[src/rtl/uart_mmio_responder.sv]
// Memory-mapped responder between the LSU load/store port and a byte-level
// UART core. It holds TX/RX byte queues, status/control/baud registers and a
// registered level interrupt.
//
// Bus handshake: req is a one-cycle strobe. ack is a one-cycle pulse exactly
// one cycle after req. rdata is registered and is valid only while ack=1.
// All side effects (queue push/pop, W1C, register writes) commit on the clock
// edge that samples req.
module uart_mmio_responder #(
  parameter int          QDEPTH    = 4,
  parameter logic [15:0] BRD_RESET = 16'd5208
) (
  input  logic        clk,
  input  logic        rst,
  input  logic        req,
  input  logic        we,
  input  logic [4:0]  addr,
  input  logic [31:0] wdata,
  output logic [31:0] rdata,
  output logic        ack,
  output logic [7:0]  tx_byte,
  output logic        tx_push,
  input  logic        tx_full,
  input  logic        rx_avail,
  output logic        rx_get,
  input  logic [9:0]  rx_frame,
  output logic [15:0] brd,
  output logic        irq
);

  localparam int AW = $clog2(QDEPTH);
  localparam int PW = AW + 1;

  typedef enum logic [1:0] {TX_IDLE, TX_PUSH, TX_GAP} tx_state_e;
  typedef enum logic [1:0] {RX_IDLE, RX_GET, RX_CAP} rx_state_e;

  tx_state_e   tx_state_q, tx_state_d;
  rx_state_e   rx_state_q, rx_state_d;

  logic [7:0]  txq_mem_q [QDEPTH];
  logic [7:0]  txq_mem_d [QDEPTH];
  logic [7:0]  rxq_mem_q [QDEPTH];
  logic [7:0]  rxq_mem_d [QDEPTH];
  logic [PW-1:0] txq_wptr_q, txq_wptr_d, txq_rptr_q, txq_rptr_d;
  logic [PW-1:0] rxq_wptr_q, rxq_wptr_d, rxq_rptr_q, rxq_rptr_d;

  logic [4:0]  ctrl_q, ctrl_d;       // {ie_err, ie_tx, ie_rx, rx_en, tx_en}
  logic [15:0] brd_q, brd_d;
  logic [2:0]  sticky_q, sticky_d;   // {ferr, rxovf, txovf}
  logic [31:0] rdata_q, rdata_d;
  logic        ack_q, ack_d;
  logic [7:0]  tx_byte_q, tx_byte_d;
  logic        tx_push_q, tx_push_d;
  logic        rx_get_q, rx_get_d;
  logic        irq_q, irq_d;

  // Address bits [1:0] and upper store-data bits carry no meaning here.
  logic        unused_bits;
  assign unused_bits = ^{addr[1:0], wdata[31:16]};

  logic [2:0]  sel;
  logic        tx_wr, rx_rd, st_wr, baud_wr, ctrl_wr;
  logic        txq_empty, txq_full, rxq_empty, rxq_full;
  logic        tx_pop, txq_push, txovf_set;
  logic        rx_pop, frame_ok, rxq_push, ferr_set, rxovf_set;
  logic [7:0]  status;

  assign sel     = addr[4:2];
  assign tx_wr   = req &  we & (sel == 3'd0);
  assign rx_rd   = req & ~we & (sel == 3'd1);
  assign st_wr   = req &  we & (sel == 3'd2);
  assign baud_wr = req &  we & (sel == 3'd3);
  assign ctrl_wr = req &  we & (sel == 3'd4);

  // Pointer MSB differs and index bits match: the queue is full.
  assign txq_empty = (txq_wptr_q == txq_rptr_q);
  assign txq_full  = (txq_wptr_q[AW] != txq_rptr_q[AW]) &&
                     (txq_wptr_q[AW-1:0] == txq_rptr_q[AW-1:0]);
  assign rxq_empty = (rxq_wptr_q == rxq_rptr_q);
  assign rxq_full  = (rxq_wptr_q[AW] != rxq_rptr_q[AW]) &&
                     (rxq_wptr_q[AW-1:0] == rxq_rptr_q[AW-1:0]);

  // A pop in the same cycle frees a slot, so a push into a full queue is legal then.
  assign tx_pop    = (tx_state_q == TX_PUSH);
  assign txq_push  = tx_wr & (~txq_full | tx_pop);
  assign txovf_set = tx_wr & txq_full & ~tx_pop;

  assign rx_pop    = rx_rd & ~rxq_empty;
  assign frame_ok  = ~rx_frame[0] & rx_frame[9];
  assign rxq_push  = (rx_state_q == RX_CAP) & frame_ok & (~rxq_full | rx_pop);
  assign ferr_set  = (rx_state_q == RX_CAP) & ~frame_ok;
  assign rxovf_set = rx_avail & rxq_full & ctrl_q[1] & ~rx_pop;

  assign status = {(tx_state_q != TX_IDLE), sticky_q,
                   rxq_full, rxq_empty, txq_full, txq_empty};

  // Queue storage and pointers, plus register writes and sticky bits.
  always_comb begin
    txq_mem_d  = txq_mem_q;
    rxq_mem_d  = rxq_mem_q;
    txq_wptr_d = txq_wptr_q;
    txq_rptr_d = txq_rptr_q;
    rxq_wptr_d = rxq_wptr_q;
    rxq_rptr_d = rxq_rptr_q;
    if (txq_push) begin
      txq_mem_d[txq_wptr_q[AW-1:0]] = wdata[7:0];
      txq_wptr_d = txq_wptr_q + PW'(1);
    end
    if (tx_pop) txq_rptr_d = txq_rptr_q + PW'(1);
    if (rxq_push) begin
      rxq_mem_d[rxq_wptr_q[AW-1:0]] = rx_frame[8:1];
      rxq_wptr_d = rxq_wptr_q + PW'(1);
    end
    if (rx_pop) rxq_rptr_d = rxq_rptr_q + PW'(1);
    ctrl_d   = ctrl_wr ? wdata[4:0]  : ctrl_q;
    brd_d    = baud_wr ? wdata[15:0] : brd_q;
    // Set events win over a simultaneous write-one-to-clear.
    sticky_d = (sticky_q & ~(st_wr ? wdata[6:4] : 3'b000)) |
               {ferr_set, rxovf_set, txovf_set};
  end

  // Bus response: registered read data and a one-cycle ack.
  always_comb begin
    rdata_d = '0;
    ack_d   = req;
    if (req && !we) begin
      case (sel)
        3'd1:    if (!rxq_empty) rdata_d = {23'b0, 1'b1, rxq_mem_q[rxq_rptr_q[AW-1:0]]};
        3'd2:    rdata_d = {24'b0, status};
        3'd3:    rdata_d = {16'b0, brd_q};
        3'd4:    rdata_d = {27'b0, ctrl_q};
        default: rdata_d = '0;
      endcase
    end
  end

  // TX FSM next state: one push, then a gap cycle so tx_full can update.
  always_comb begin
    tx_state_d = tx_state_q;
    case (tx_state_q)
      TX_IDLE: if (ctrl_q[0] && !txq_empty && !tx_full) tx_state_d = TX_PUSH;
      TX_PUSH: tx_state_d = TX_GAP;
      TX_GAP:  tx_state_d = TX_IDLE;
      default: tx_state_d = TX_IDLE;
    endcase
  end

  // TX FSM outputs: strobe and byte registered alongside the PUSH state.
  always_comb begin
    tx_push_d = (tx_state_d == TX_PUSH);
    tx_byte_d = tx_push_d ? txq_mem_q[txq_rptr_q[AW-1:0]] : tx_byte_q;
  end

  // RX FSM next state: request a frame, capture it on the following cycle.
  always_comb begin
    rx_state_d = rx_state_q;
    case (rx_state_q)
      RX_IDLE: if (ctrl_q[1] && rx_avail && !rxq_full) rx_state_d = RX_GET;
      RX_GET:  rx_state_d = RX_CAP;
      RX_CAP:  rx_state_d = RX_IDLE;
      default: rx_state_d = RX_IDLE;
    endcase
  end

  // RX FSM outputs and the interrupt level, built from registered state.
  always_comb begin
    rx_get_d = (rx_state_d == RX_GET);
    irq_d    = (ctrl_q[2] & ~rxq_empty) | (ctrl_q[3] & txq_empty) |
               (ctrl_q[4] & (|sticky_q));
  end

  // Queue payload storage needs no reset; pointers define validity.
  always_ff @(posedge clk) begin
    txq_mem_q <= txq_mem_d;
    rxq_mem_q <= rxq_mem_d;
  end

  // State registers with synchronous active-low reset.
  always_ff @(posedge clk) begin
    if (!rst) begin
      tx_state_q <= TX_IDLE;
      rx_state_q <= RX_IDLE;
      txq_wptr_q <= '0;
      txq_rptr_q <= '0;
      rxq_wptr_q <= '0;
      rxq_rptr_q <= '0;
      ctrl_q     <= '0;
      brd_q      <= BRD_RESET;
      sticky_q   <= '0;
      rdata_q    <= '0;
      ack_q      <= 1'b0;
      tx_byte_q  <= '0;
      tx_push_q  <= 1'b0;
      rx_get_q   <= 1'b0;
      irq_q      <= 1'b0;
    end else begin
      tx_state_q <= tx_state_d;
      rx_state_q <= rx_state_d;
      txq_wptr_q <= txq_wptr_d;
      txq_rptr_q <= txq_rptr_d;
      rxq_wptr_q <= rxq_wptr_d;
      rxq_rptr_q <= rxq_rptr_d;
      ctrl_q     <= ctrl_d;
      brd_q      <= brd_d;
      sticky_q   <= sticky_d;
      rdata_q    <= rdata_d;
      ack_q      <= ack_d;
      tx_byte_q  <= tx_byte_d;
      tx_push_q  <= tx_push_d;
      rx_get_q   <= rx_get_d;
      irq_q      <= irq_d;
    end
  end

  assign rdata   = rdata_q;
  assign ack     = ack_q;
  assign tx_byte = tx_byte_q;
  assign tx_push = tx_push_q;
  assign rx_get  = rx_get_q;
  assign brd     = brd_q;
  assign irq     = irq_q;

endmodule

[config.mk]
export PLATFORM = sky130hd
export DESIGN_NAME = uart_mmio_responder
export DESIGN_NICKNAME = d
export VERILOG_FILES = /design/src/rtl/uart_mmio_responder.sv
export SDC_FILE = /design/constraint.sdc
export NUM_CORES = 1
export LEC_CHECK = 0
export ABC_AREA = 0
export CAP_MARGIN = 20
export CORE_ASPECT_RATIO = 1.25
export CORE_MARGIN = 5
export CORE_UTILIZATION = 67
export DETAILED_ROUTE_END_ITERATION = 6
export DONT_BUFFER_PORTS = 1
export PLACE_DENSITY = 0.93
export SLEW_MARGIN = 20
export SYNTH_ARGS = -nofsm -noshare
export SYNTH_HDL_FRONTEND = slang
export SYNTH_SLANG_ARGS = --single-unit
[constraint.sdc]
create_clock -name clk -period 5.8 [get_ports clk]
set_input_delay 1.45 -clock clk [delete_from_list [all_inputs] [get_ports clk]]
set_output_delay 1.45 -clock clk [all_outputs]
set_load 0.01 [all_outputs]
==> impl_summary.txt <==
----------------------------------------------------
[Route]
  Via Count ... about 3300
  TritonRoute pass-1 iters ... 5
  Wire length per cell after detailed routing ... ~21 um
  Total length of routed wires ... between 10000 and 15000 um
  Vias per Instance ... 6.13
  Number of nets with antenna violations after detailed routing ... 0
  First DRT Iteration DRCs ... 352
  DRC viols ... 0

[Timing]
  Actual slew at the worst max-slew pin ... roughly 750 ps
  Count of endpoints failing setup in the final report ... 0
  Sum Neg Setup Slack ... 0 ps
  Worst slew margin relative to its limit ... between 40% and 50%
  Final critical-path share of the clock period ... a little under half
  Setup repair after global routing missed its margin ... no
  Peak clock frequency supported by timing ... roughly 380 MHz
  Time the final worst path needs with I/O delays and setup ... between 2000 and 3000 ps
  Max Transition Viols Final ... 0
  Post-route clock skew ... around 5.3 ps
  Final Hold Vio Count ... 0

[Floorplanning]
  Number of placed I/O pins ... 113
  Floorplan core area ... 7840 um2
  Effective utilization at floorplan ... approximately 69%
  Chip Width ... roughly 90 um
  DIE HEIGHT ... 110 um
  Die footprint ... around 10000 um2
  Number of placement rows ... 36

[Yosys]
  Synth Flop Type ... sky130_fd_sc_hd__dfxtp_1
  Number of distinct standard cells referenced by the synthesized netlist ... between 50 and 60
  Most numerous cell in the Yosys netlist ... sky130_fd_sc_hd__dfxtp_1
  Summed instance area of the synthesized netlist ... approximately 5400 um2
  Async SR Flop Fraction ... 0%
  Synthesis-stage register bit count ... roughly 130
  Cell types occupying the most area after synthesis ... sky130_fd_sc_hd__edfxtp_1 (36%), sky130_fd_sc_hd__dfxtp_1 (25%), sky130_fd_sc_hd__mux4_2 (6.7%)
  Post-synthesis area per instance ... ~13 um2
  Synth area leader ... sky130_fd_sc_hd__edfxtp_1
  Synth top area share ... between 30% and 40%
  Count of flip-flops with a built-in enable after synthesis ... 64
  Portion of the post-synthesis area used by sequential elements ... between 60% and 70%
  Yosys warning count ... 0
  Number of cells produced by synthesis ... ~430
  Top post-synthesis cells by count ... sky130_fd_sc_hd__dfxtp_1 (68), sky130_fd_sc_hd__edfxtp_1 (64), sky130_fd_sc_hd__nand2_1 (48)

[Place]
  # port buffers ... 0
  Half-perimeter wire length after placement ... about 7800 um
  Final weighted congestion of routability-driven global placement ... 0.828

[Critical path]
  R2R Path End ... rxq_mem_q[2]
  Maximum fanout encountered on the critical timing path ... 8
  Startpoint type of the worst setup path ... input port
  Data arrival, critical path ... roughly 2800 ps
  R2R setup slack ... 3230 ps
  Largest stage delay, worst path ... about 470 ps
  Worst path slowest cell ... sky130_fd_sc_hd__and2_1
  Critical path class ... in -> reg
  Reg-to-reg critical path startpoint ... rxq_rptr_q[0]
  Register-to-Register Path Depth ... 4
  CP Capture Type ... flop
  Required time of the critical path ... 5960 ps
  Cell-by-cell trace of the critical path ... nor4bb_1, a21boi_1, and2_1

[Finish]
  Filler cell count in the final layout ... 455
  Share of the core filled with cells in the final layout ... 75.9%
  # nets final ... just under 500
  Diode insertion count for antenna repair ... 0
  Growth of design area from synthesis to finish ... 10.2%
  Share of post-route cells with drive strength above 1 ... 13.0%

[Global routing]
  Overall track demand over capacity in global routing ... a little under a quarter
  Grt ovf ... 0
  First-pass GRT wire length ... around 17000 um
  Number of antenna violations at the first check in global routing ... 0
  Vias in the first global route ... about 3300
  Maximum number of pins on one net before global-route repair ... 26

[CTS]
  Clock slew at reported path FFs ... approximately 60 ps
  Post-cts sizing count ... 0
  TritonCTS sink count ... ~130
  Post-CTS setup buffer count ... 0
  Worst-Skew Late Latency ... ~500 ps
  Clock Tree Buf Depth ... 2
  Hold buffer count at cts ... 0
  CTS tree ... yes
  Max H-tree Level ... 4
  CTS buffer count ... 17
  Root Buffer Master ... sky130_fd_sc_hd__clkbuf_8

[Status]
  Run status ... finished clean

[Worst hold path]
  End of the worst hold path ... rx_state_q[1]
  Number of cells on the worst hold path ... 1
  Worst min path class ... reg -> reg
  Startpoint of the tightest hold check path ... rx_state_q[1]

[Flow run]
  Max-Cap Viols ... 0

[Pwr]
  Worst VDD drop ... a little over 0.3 mV
  Power per standard cell area ... around 340 nW/um2
  Leakage power figure ... around 2.1 nW
  Total Power Consumption ... between 0.002 and 0.0025 W

----------------------------------------------------
-- area by class of cell --
type	count	area, um2	area share (%)
Timing Repair Buffer	2	15.0	0.252
Sequential cell	132	3280	55.2
Clock inverter	12	155	2.61
Tap cell	95	119	2.00
Inverter	6	22.5	0.379
Multi-Input combinational cell	265	1930	32.4
Clock buffer	20	425	7.15
-- kinds of logic (layout without fill, tap and decap cells) --
group | Yosys count | after routing | share of synthesized area (%)
other | 1 | 16 | 0.0695
adder cells (fa/ha/maj) | 10 | 10 | 2.32
AND/OR/NAND/NOR | 144 | 144 | 13.8
flip-flops | 132 | 132 | 60.9
buffers and inverters | 43 | 40 | 4.66
multiplexers | 38 | 38 | 10.8
AO/OA/AOI/OAI | 47 | 47 | 5.59
XOR/XNOR | 10 | 10 | 1.90
-- layer usage --
metal | wire length [um] | vias up | share of wire (%) | global-route usage [%]
li1 | - | 1502 | - | -
met1 | 3880 | 1570 | 35 | 24.5
met2 | 6110 | 153 | 55 | 41.2
met3 | 811 | 36 | 7.3 | 8.01
met4 | 377 | 0 | 3.4 | 12.8
met5 | 0 | - | 0 | 0
-- worst max-delay path by stage --
stage,slack (ps),start,cells past startpoint,to
CTS,3140,addr[4],4,brd[9]
finish,3140,rx_frame[9],3,rxq_mem_q[2]
floorplan,2950,rx_frame[9],3,rxq_mem_q[0]
global route,2940,rxq_rptr_q[0],4,rxq_mem_q[24]
detailed placement,2600,rx_frame[9],3,rxq_mem_q[20]
global placement,2670,rx_frame[9],3,rxq_mem_q[3]
-- worst max-delay path: cells and delay by family --
kind / cells / cell delay, ps
AOI/OAI and AO/OA: 1 / 460
and+or+nand+nor: 2 / 910
-- registers in the layout, indices dropped and copies added, names as in the netlist --
register,cells
txq_rptr_q,3
rdata,16
rxq_mem_q,32
ctrl_q,5
rx_get,1
tx_state_q,2
txq_wptr_q,3
brd,16
tx_push,1
rxq_rptr_q,3
rx_state_q,2
irq,1
sticky_q,3
rxq_wptr_q,3
ack,1
tx_byte,8
txq_mem_q,32
-- through the flow --
step,instance area (um2),cells,worst slack (ps),hold WS (ps)
after floorplan,5450,440,2950,415
after global routing,5950,532,2940,506
final,5950,532,3140,463
after detailed placement,5360,499,2600,450
after global placement,5360,499,2670,431
after CTS,5940,531,3140,459
-- layout by cell type, fill, tap and decap left out, drive strengths merged, types with 2 or more instances in the layout --
| cell type | instances |
|---|---|
| and2 | 14 |
| xnor2 | 5 |
| ha | 10 |
| nand3 | 11 |
| xor2 | 5 |
| nor3 | 3 |
| and3 | 5 |
| mux4 | 16 |
| o21ai | 4 |
| nor2b | 6 |
| conb | 16 |
| nor3b | 7 |
| nor2 | 27 |
| a31oi | 4 |
| edfxtp | 64 |
| nand4 | 5 |
| bufinv | 3 |
| nor4 | 2 |
| and3b | 2 |
| inv | 6 |
| a21oi | 24 |
| nand2 | 48 |
| clkinv | 8 |
| clkbuf | 20 |
| mux2 | 2 |
| dfxtp | 68 |
| nand2b | 5 |
| a22oi | 8 |
| or3 | 2 |
| nand4b | 2 |
| or4 | 2 |
| mux2i | 20 |
| buf | 2 |
-- power by group --
group | leakage, nW | internal, W | switching (W)
Sequential | 1.12 | 0.000980 | 0.00000431
Combinational | 0.738 | 0.00000885 | 0.0000200
Clock | 0.281 | 0.000655 | 0.000381
Total | 2.14 | 0.00164 | 0.000405
No activity file was read; power rests on OpenSTA's default activity.
==> patch (config.mk and constraints unchanged) <==
Register the output `irq` once more, with the module's reset; this adds one clock of latency there. The other outputs are not delayed to match.
--- a/src/rtl/uart_mmio_responder.sv
+++ b/src/rtl/uart_mmio_responder.sv
@@ -218,7 +218,13 @@
   assign tx_push = tx_push_q;
   assign rx_get  = rx_get_q;
   assign brd     = brd_q;
-  assign irq     = irq_q;
+  always_ff @(posedge clk) begin
+    if (!rst) begin
+      irq <= '0;
+    end else begin
+      irq <= irq_q;
+    end
+  end
 
 endmodule
 
Behaviour: not the same (a bounded check fails within 4 cycles, from zero or initial values and one cycle with rst low).
==> patch against the original RTL <==
- design area rose by 0.13%
- synthesized cell count up 0.47%
- sequential cell count increased by 1
- hold slack better by 0.0044 ns
- power decreased by 0.73%
- die area grew 0.43%
- fmax is 1.8% lower
- register-to-register slack got worse by 0.05 ns
- area after synthesis is 0.49% higher
- routed wire length up 6.8%
- setup slack got worse by 0.050 ns
- critical endpoint is now rxq_mem_q[26]$_DFFE_PP_
- highest routed layer unchanged
==> patch: results (changes against the original RTL) <==
outcome -> finished clean (unchanged)
Worst slew margin -> 36.0% (was 49.9%)
delay-heaviest family, CP -> simple AND/OR/NAND/NOR gates (unchanged)
vias in the first global route -> 3,474 (was 3,313)
Data arrival, critical path -> 2.87 ns (was 2.83 ns)
Largest regs -> rxq_mem_q: 32 flops, txq_mem_q: 32 flops (unchanged)
most frequent cells after synthesis -> 69 x dfxtp_1, 64 x edfxtp_1, 48 x nand2_1 (was 68 x dfxtp_1, 64 x edfxtp_1, 48 x nand2_1)
sequential area share after synthesis -> 60.9% (about the same)
synth warn -> 0 (unchanged)
post-CTS resize count -> 0 (unchanged)
Synth area leaders -> edfxtp_1 35%, dfxtp_1 25%, mux4_2 6.6% (was edfxtp_1 36%, dfxtp_1 25%, mux4_2 6.7%)
Diodes inserted -> 0 (unchanged)
Placement Cell Area -> 0.00538 sq mm (was 0.00536 sq mm)
R2R Setup Slk -> 3.18 ns (was 3.23 ns)
via count -> 3,330 (was 3,261)
Max VDD drop -> 240 uV (was 308 uV)
post-synth cell types -> 51 (unchanged)
largest net degree at the start of global routing -> 37 (was 26)
Skew-Pair Late Insertion Delay -> 0.52 ns
GPL Wtd Cong -> 0.835 (was 0.828)
average wire per standard cell -> 22.5 microns (was 21.0 microns)
Crit Reg-Reg Startpoint -> rxq_rptr_q[0]$_SDFFE_PN0P_ (unchanged)
HPWL after detailed placement -> 7.76 mm (was 7.80 mm)
number of flops mapped to enable cells by yosys -> 64 (unchanged)
initial DRC count -> 262 (was 352)
leakage power -> 0.00213 uW (was 0.00214 uW)
Critical Path Sink -> rxq_mem_q[26]$_DFFE_PP_ (was rxq_mem_q[2]$_DFFE_PP_)
GR Util All Layers -> 24.7% (was 23.3%)
fin nets -> 487 (unchanged)
CP max stage delay -> 0.49 ns (was 0.47 ns)
slowest CP cell -> a21boi_1 (was and2_1)
Main synth FF type -> dfxtp_1 (unchanged)
first-pass GRT wire length -> 18.9 mm (was 17.4 mm)
share of layout cells above drive strength 1 -> 12.8% (was 13.0%)
Final Skew -> 0.00682 ns (was 0.00529 ns)
==> patch: cell families after synthesis <==
family / Yosys count / share of synthesized area, %
AO/OA/AOI/OAI: 47 / 5.56
XOR/XNOR: 10 / 1.89
adder cells (fa/ha/maj): 10 / 2.31
buffers and inverters: 43 / 4.64
flip-flops: 133 / 60.9
multiplexers: 38 / 10.8
other: 1 / 0.0692
AND/OR/NAND/NOR: 145 / 13.8
==> patch: stage by stage <==
stage	hold slack, ns	total power (uW)	util [%]	setup slack, ns	std cells
4_1_cts	0.466	2040	75.8	3.06	532
6_report	0.467	2030	76.0	3.09	532
2_1_floorplan	0.412	1050	-	2.95	442
3_3_place_gp	0.428	1040	68.6	2.65	500
5_1_grt	0.495	2090	76.0	2.92	532
3_5_place_dp	0.457	1040	68.6	2.54	500
==> patch: power by group <==
part	switching, uW	internal [uW]
combinational	21.1	8.49
clock	390	623
sequential	4.27	987
total	415	1620
==> patch: worst min path at each step <==
stage | startpoint | end | slack, ns | cells after the start
finish | rx_state_q[1]$_SDFF_PN0_ | rx_state_q[1]$_SDFF_PN0_ | 0.47 | 1
global placement | rx_state_q[1]$_SDFF_PN0_ | rx_state_q[1]$_SDFF_PN0_ | 0.43 | 1
floorplan | irq_q$_SDFF_PN0_ | irq$_SDFF_PN0_ | 0.41 | 1
global route | irq_q$_SDFF_PN0_ | irq$_SDFF_PN0_ | 0.50 | 1
detailed placement | irq_q$_SDFF_PN0_ | irq$_SDFF_PN0_ | 0.46 | 1
CTS | rx_state_q[1]$_SDFF_PN0_ | rx_state_q[1]$_SDFF_PN0_ | 0.47 | 1
==> patch: per-layer routing <==
layer  track usage [%]  vias up  share of wire [%]
met5                 0        -                  0
met4              12.9        0                3.4
met3              7.89       34                7.7
met2              44.8      167                 56
met1              24.9     1626                 33
li1                  -     1503                  -
==> patch: final cells by class <==
type                            count  area, sq um
Fill cell                         458         1880
Clock buffer                       21          439
Tap cell                           95          119
Clock inverter                     11          128
Multi-Input combinational cell    266         1940
Inverter                            6         22.5
Sequential cell                   133         3300
